`config.mk`:
```
export PLATFORM = sky130hd
export DESIGN_NAME = io_ram_loader
export DESIGN_NICKNAME = d
export VERILOG_FILES = /design/src/rtl/io_loader_pkg.sv /design/src/rtl/byte_packer.sv /design/src/rtl/io_ram_loader.sv
export SDC_FILE = /design/constraint.sdc
export NUM_CORES = 1
export LEC_CHECK = 0
export ABC_AREA = 1
export BUFFER_PORTS_ARGS = -buffer_cell sky130_fd_sc_hd__buf_2
export CAP_MARGIN = 20
export CORE_MARGIN = 1.5
export CORE_UTILIZATION = 47
export DETAILED_ROUTE_END_ITERATION = 7
export GPL_TIMING_DRIVEN = 0
export HOLD_SLACK_MARGIN = 0.02
export PLACE_DENSITY_LB_ADDON = 0.25
export SLEW_MARGIN = 20
export SYNTH_ARGS = -nofsm -noshare
export SYNTH_HDL_FRONTEND = slang
export SYNTH_SLANG_ARGS = --single-unit
```
`constraint.sdc`:
```
create_clock -name clk -period 2.1 [get_ports clk]
set_clock_uncertainty 0.2 [all_clocks]
set_input_delay 0.105 -clock clk [delete_from_list [all_inputs] [get_ports clk]]
set_output_delay 0.105 -clock clk [all_outputs]
set_load 0.05 [all_outputs]
```
`src/rtl/io_loader_pkg.sv`:
```
// Shared types and constants for the data-RAM loader.
package io_loader_pkg;

  typedef enum logic [1:0] {
    IDLE    = 2'd0,
    COLLECT = 2'd1,
    WRITE   = 2'd2,
    DONE    = 2'd3
  } loader_state_t;

  localparam int BYTES_PER_WORD = 4;
  localparam int WORD_W         = 32;

endpackage

```
`src/rtl/byte_packer.sv`:
```
// Packs a byte stream little-endian into 32-bit words: the first byte of a
// word lands in bits [7:0], the fourth in bits [31:24].
module byte_packer
  import io_loader_pkg::*;
(
  input  logic              clk,
  input  logic              rst,
  input  logic              clr,
  input  logic              push,
  input  logic [7:0]        byte_in,
  output logic [WORD_W-1:0] word,
  output logic              full
);

  logic [1:0]        lane;
  logic [WORD_W-1:0] word_q;

  // Lane counter and lane register; clr drops any partial word.
  always_ff @(posedge clk or posedge rst) begin
    if (rst) begin
      lane   <= '0;
      word_q <= '0;
    end else if (clr) begin
      lane   <= '0;
      word_q <= '0;
    end else if (push) begin
      word_q[{lane, 3'b000} +: 8] <= byte_in;
      lane                        <= lane + 2'd1;
    end
  end

  assign word = word_q;
  // Asserted in the cycle whose handshake delivers the last byte of a word.
  assign full = push && !clr && (lane == 2'(BYTES_PER_WORD - 1));

endmodule

```
`src/rtl/io_ram_loader.sv`:
```
// Data-RAM write-port controller: passes CPU stores through when idle, and on
// start takes the port to load a byte stream as consecutive 32-bit words.
module io_ram_loader
  import io_loader_pkg::*;
#(
  parameter logic [31:0] BASE_ADDR = 32'h0000_0000,
  parameter int          MAX_WORDS = 102,
  parameter int          CNT_W     = 8
) (
  input  logic             clk,
  input  logic             rst,
  input  logic             start,
  input  logic             abort,
  input  logic [CNT_W-1:0] num_words,
  input  logic [7:0]       byte_in,
  input  logic             byte_valid,
  output logic             byte_ready,
  input  logic             cpu_we,
  input  logic [31:0]      cpu_a,
  input  logic [31:0]      cpu_wd,
  output logic             ram_we,
  output logic [31:0]      ram_a,
  output logic [31:0]      ram_wd,
  output logic             busy,
  output logic             done,
  output logic             err
);

  loader_state_t     state, state_nxt;
  logic [CNT_W-1:0]  word_idx;
  logic [CNT_W-1:0]  num_lat;
  logic              err_q;
  logic              start_ok;
  logic              start_bad;
  logic              last_word;
  logic              push;
  logic              clr;
  logic              full;
  logic [WORD_W-1:0] packed_word;

  assign start_ok  = start && (num_words != '0) && (32'(num_words) <= 32'(MAX_WORDS));
  assign start_bad = start && !start_ok;
  assign last_word = (word_idx == (num_lat - CNT_W'(1)));

  assign byte_ready = (state == COLLECT);
  // A byte arriving alongside abort is part of the discarded word.
  assign push       = byte_valid && byte_ready && !abort;
  assign clr        = (state == IDLE) || abort;

  byte_packer u_packer (
    .clk     (clk),
    .rst     (rst),
    .clr     (clr),
    .push    (push),
    .byte_in (byte_in),
    .word    (packed_word),
    .full    (full)
  );

  // FSM state register.
  always_ff @(posedge clk or posedge rst) begin
    if (rst) state <= IDLE;
    else     state <= state_nxt;
  end

  // Word index, latched word count and the rejected-start pulse.
  always_ff @(posedge clk or posedge rst) begin
    if (rst) begin
      word_idx <= '0;
      num_lat  <= '0;
      err_q    <= 1'b0;
    end else begin
      err_q <= (state == IDLE) && start_bad;
      if ((state == IDLE) && start_ok) begin
        word_idx <= '0;
        num_lat  <= num_words;
      end else if ((state == WRITE) && !abort) begin
        word_idx <= word_idx + CNT_W'(1);
      end
    end
  end

  // Next state and the CPU/loader RAM port mux.
  always_comb begin
    state_nxt = state;
    busy      = 1'b1;
    ram_we    = 1'b0;
    ram_a     = '0;
    ram_wd    = '0;
    case (state)
      IDLE: begin
        busy   = 1'b0;
        ram_we = cpu_we;
        ram_a  = cpu_a;
        ram_wd = cpu_wd;
        if (start_ok) state_nxt = COLLECT;
      end
      COLLECT: begin
        if (abort)     state_nxt = IDLE;
        else if (full) state_nxt = WRITE;
      end
      WRITE: begin
        if (abort) begin
          state_nxt = IDLE;
        end else begin
          ram_we    = 1'b1;
          ram_a     = BASE_ADDR + (32'(word_idx) << 2);
          ram_wd    = packed_word;
          state_nxt = last_word ? DONE : COLLECT;
        end
      end
      DONE: begin
        state_nxt = IDLE;
      end
      default: begin
        state_nxt = IDLE;
      end
    endcase
  end

  assign done = (state == DONE);
  assign err  = err_q;

endmodule

```
-- Word level (Yosys, flattened, before mapping)
Index checks and enable logic that the tools add are counted.
- input port bits: 86
- register bits after elaboration: 53
- logic and storage cells: 59
- output and inout port bits: 69
- reduce and logical (&&, ||, !) cells: 19
- order comparisons: 1
- equality and inequality tests: 7
- multiplexer cells: 20
- $add $sub $neg: 4
- shift-type cells: 2
- operator list (cell ; number):
    32-bit one-hot mux with 2 select lines ; 2
    32-bit two-way mux ; 3
    32-bit bitwise mux ; 1
    8-bit by 7-bit variable shift with 32-bit output, first input constant ; 1
    8-bit by 7-bit variable part select with 32-bit output ; 1
    8-bit two-way mux ; 2
    2-bit two-way mux ; 7
    1-bit logical AND ; 10
    10-bit two-way mux ; 1
    8-bit by 1-bit adder with 8-bit output, second input constant ; 1
    8-bit == test ; 1
    8-bit by 7-bit less-or-equal comparator with 1-bit output, second input constant ; 1
    2-bit one-hot mux with 4 select lines ; 1
    8-bit nonzero test ; 1
    8-bit by 1-bit subtractor with 8-bit output, second input constant ; 1
    5-bit negation with 7-bit output ; 1
    2-bit == test, second input constant ; 3
    2-bit nonzero test ; 2
    1-bit logical NOT ; 3
    3-bit by 2-bit inequality test with 1-bit output, second input constant ; 1
    2-bit by 1-bit adder with 2-bit output, second input constant ; 1
    2-bit by 1-bit == test with 1-bit output, second input constant ; 1
    2-bit logical NOT ; 1
    1-bit two-way mux ; 2
    4 further kinds ; 4

-- Logic depth before layout (Yosys ltp)
- depth in word-level cells: 8
- mapped depth: 11
- mapped depth without buffers: 11

-- Hierarchy
From an unflattened synthesis, not the netlist that was laid out.
- cell total of the unflattened synthesis: 501
- area total of the unflattened synthesis: 3487.1 um^2
- by module, submodules not included (module ; seq. area each (um^2) ; times used ; area each (um^2) ; cells each):
    io_ram_loader ; 475.5 ; 1 ; 1816.7 ; 289
    byte_packer ; 850.8 ; 1 ; 1670.4 ; 212

-- Worst setup path before layout
OpenSTA, ideal clock, no wires.
- path kind: reg-to-output
- start point: register state[0]
- end point: output ram_a[2]
- cell stages (with the launch flop): 6
- path buffers: 2
- arrival: 1984 ps
- setup slack: -189 ps
- cell sequence: dfrtp_1 -> inv_2 -> nand3_1 -> buf_2 -> clkbuf_1 -> o21ai_0
- word-level cells in the longest chain between the ends: 2
- elaborated cells on any way between the ends: 3
- those cells by class: eq/ne: 1; mux: 1; reduce/logical: 1
- RTL lines (what ; line ; text):
    from (decl) ; io_ram_loader.sv:29 ; loader_state_t state, state_nxt;
    from (signal assigned) ; io_ram_loader.sv:63 ; else state <= state_nxt;
    2-bit == test or 2-bit logical NOT (tied branches) ; io_ram_loader.sv:90 ; case (state)
    32-bit one-hot mux with 2 select lines * ; io_ram_loader.sv:90 ;
    to (decl) ; io_ram_loader.sv:22 ; output logic [31:0] ram_a,
Mark *: on every way between the ends. The rest lies on a longest branch, timed or not.

-- Worst setup path in the final report
- start point: register state[0]
- end point: output ram_wd[21]
- word-level cells in the longest chain between the ends: 2
- elaborated cells on any way between the ends: 3
- those cells by class: eq/ne: 1; mux: 1; reduce/logical: 1
- RTL lines (what ; line ; text):
    2-bit == test or 2-bit logical NOT (tied branches) ; io_ram_loader.sv:90 ;
    32-bit one-hot mux with 2 select lines * ; io_ram_loader.sv:90 ;
    to (decl) ; io_ram_loader.sv:23 ; output logic [31:0] ram_wd,
Marks and branches as above.

==> flow_summary.yaml <==
worst_setup_path:
  critPathMaxFanout: 10
  criticalPathCategory: "flop to output port"
  slowest_delay_ns: 0.44
  rr_startpoint: "u_packer.lane[0]"
  crit_path_cell_trace: "inv_2 > nand3_1 > buf_2 > clkbuf_4 > o21ai_0 > clkbuf_4"
  ff2ff_setup_slack_ns: 0.17
  rr_worst_depth: 7
  reg2reg_to: "u_packer.word[31]"
  critPathRequiredTime_ns: 1.79
  slowest_stage: "dfrtp_1"
  startpoint_type: "flop"
  end_kind: "output port"
  crit_top_cell: "clkbuf_4"
  crit_buf_inv: 4
  arrival_ns: 1.75
  critPathTopFamily: "buffers and inverters"
route:
  initialDrtViolationCount: 207
  met1Wirelength_um: 4240
  drc_errors: 0
  wl_met2_um: 4970
  wirelength_um: 9990
  dr.max_layer_used: "met4"
  routed-wl-met3_um: 654
  wire_per_inst_um: 13.1
  drt_pass1_iterations: 5
  viasPerCell: 4.90
  via_count: 3740
  drtAntennaViolNets: 0
clock_tree:
  clk_path_buf_depth: 2
  cts_tree: "yes"
  cts_buffers: 5
  cts_root_buf: "clkbuf_8"
  h-tree-depth: 2
  insertion_delay_ns: 0.31
  path_clk_slew_ns: 0.10
  cts_sinks: 53
worst_hold_path:
  min_path_cells: 6
  min-delay-start: "num_words[7]"
  hold_end: "state[1]"
  min_path_type: "input port to flop"
grt:
  track_usage: 0.261
  gr-total-overflow: 0
  grt_start_max_net_pins: 36
  antenna_found_initial: 0
  grt_pass1_vias: 3519
  grt_pass1_wl_um: 15800
sta:
  worstMarginPinSlew_ns: 0.426
  fmax_ghz: 0.488
  slew_viol_final: 0
  period_share: 0.976
  period_needed_ns: 2.05
  rsz0062_at_grt: "true"
  hold_ws_ns: 0.107
  hold_viol_final: 0
  finalSetupViolCount: 0
  slew_headroom: 0.716
final_layout:
  fin_cells: 764
  area_delta_synth_final_pct: 42.6
  final_common_cell: "buf_2"
  mostFrequentLayoutCells: "buf_2 (106), nand2_1 (96), inv_1 (92)"
  drive_gt1_frac: 0.311
  layout.nets: 760
  antenna_cells: 0
placement:
  place_inst: 732
  gp_congestion: 0.881
  place.port_buffers: 154
  dpl.hpwl_um: 7330
floorplan:
  fp.dieH_um: 87.5
  die_w_um: 87.5
  start_util: 0.491
  ioPinCount: 155
  fp.coreArea_mm2: 0.00683
  rows: 30
  die-area_mm2: 0.00766
yosys:
  synth_seq_cells: 53
  netlist_area_mm2: 0.00336
  netlist-cell-type-count: 30
  synth_fp_nets: 574
  synthCells: 481
  yosys_warnings: 0
  syn_avg_cell_area_um2: 6.98
  yosysSeqAreaShare: 0.395
power_and_ir_drop:
  p_per_area_mw_per_mm2: 803
  peakVddDrop_mv: 0.504
  p_leak_nw: 2.58
job:
  drv_cap: 0
run_status:
  status: "finished clean"
flip-flops by register name (all words and copies together) (netlist names):
signal and count:
u_packer.word 32, num_lat 8, state 2, word_idx 8, u_packer.lane 2, err 1
repair_timing:
item,CTS,global route
hold buffers,21,0
setup endpoints to repair,65,78
hold endpoints to repair,86,0
gates resized for setup,39,81
pin swaps,1,4
buffers inserted,1,2
worst register-to-register path, delay by kind of cell, from the launching register on:
family / cells / cell delay [ns]
AND/OR/NAND/NOR: 3 / 0.52
flip-flops: 1 / 0.47
buffers and inverters: 2 / 0.28
adder cells (fa/ha/maj): 1 / 0.28
AO/OA/AOI/OAI: 1 / 0.09
worst max-delay path by stage:
stage                          start                end  slack, ns  cells after the start
global placement                 rst        word_idx[1]      -0.13                      2
detailed placement  u_packer.lane[0]  u_packer.word[24]     -0.006                      7
floorplan                   state[0]           ram_a[2]      -0.19                      5
global route                state[1]         ram_wd[14]      -0.03                      5
CTS                         state[0]          ram_a[23]      0.002                      5
finish                      state[0]         ram_wd[21]       0.05                      6
cell families (layout without fill, tap and decap cells):
kind of cell,Yosys count,in the layout,synth area share
flops,53,53,0.395
compound gates,86,86,0.137
simple gates,210,210,0.279
buf+inv,116,303,0.139
xor+xnor,9,9,0.0235
fa+ha+maj,7,7,0.0261
stage by stage:
| step | setup slack, ns | TNS (ns) | area [um^2] | power [mW] | util |
|---|---|---|---|---|---|
| 2_1_floorplan | -0.189 | -6.80 | 3360 | 2.57 | - |
| 3_3_place_gp | -0.130 | -6.80 | 4260 | 2.99 | 0.623 |
| 3_5_place_dp | -0.00617 | -0.00617 | 4280 | 3.03 | 0.626 |
| 4_1_cts | 0.00186 | 0 | 4680 | 3.78 | 0.685 |
| 5_1_grt | -0.0280 | -0.243 | 4790 | 4.04 | 0.701 |
| 6_report | 0.0494 | 0 | 4790 | 3.84 | 0.701 |
layout make-up:
class | count | area, um^2
sequential | 53 | 1330
buffer | 16 | 111
tap | 96 | 120
inverter | 100 | 382
clock buffer | 7 | 96.3
multi-input combinational | 312 | 1580
fill | 573 | 2050
clock inverter | 1 | 5.00
timing repair buffer | 179 | 1170
cell usage after synthesis:
cell type,instances,area (um^2)
o22ai_1,9,56.3
a22o_1,1,8.76
nand3_1,38,190
nor4_1,2,12.5
inv_1,94,353
clkinv_2,1,5.00
nand2_4,1,11.3
nor2_8,1,20.0
buf_6,3,33.8
nor2_2,1,6.26
nand4_1,8,50.1
o21ai_2,1,8.76
buf_2,3,15.0
dfrtp_1,53,1330
inv_2,3,11.3
o21ai_1,18,90.1
nor2_1,54,203
o21ai_0,54,270
nor4_4,1,21.3
ha_1,7,87.6
o21ai_4,1,16.3
nand2_1,96,360
nand2_2,3,18.8
a21oi_1,2,10.0
xor2_1,9,78.8
nor2_4,1,11.3
nor3_1,3,15.0
inv_4,2,12.5
nor3_4,1,16.3
clkbuf_1,10,37.5
report_power, final:
group	internal, mW	total [mW]	switching, mW
registers	1.09	1.15	0.0619
clock network	0.299	0.644	0.345
logic	0.606	2.04	1.44
total	2.00	3.84	1.85
layer usage:
metal | vias to the layer above | global-route usage
met5 | - | 0
met4 | 0 | 0.0606
li1 | 1884 | -
met3 | 15 | 0.0436
met2 | 154 | 0.452
met1 | 1687 | 0.342
Power figures use the tool's default switching activity.
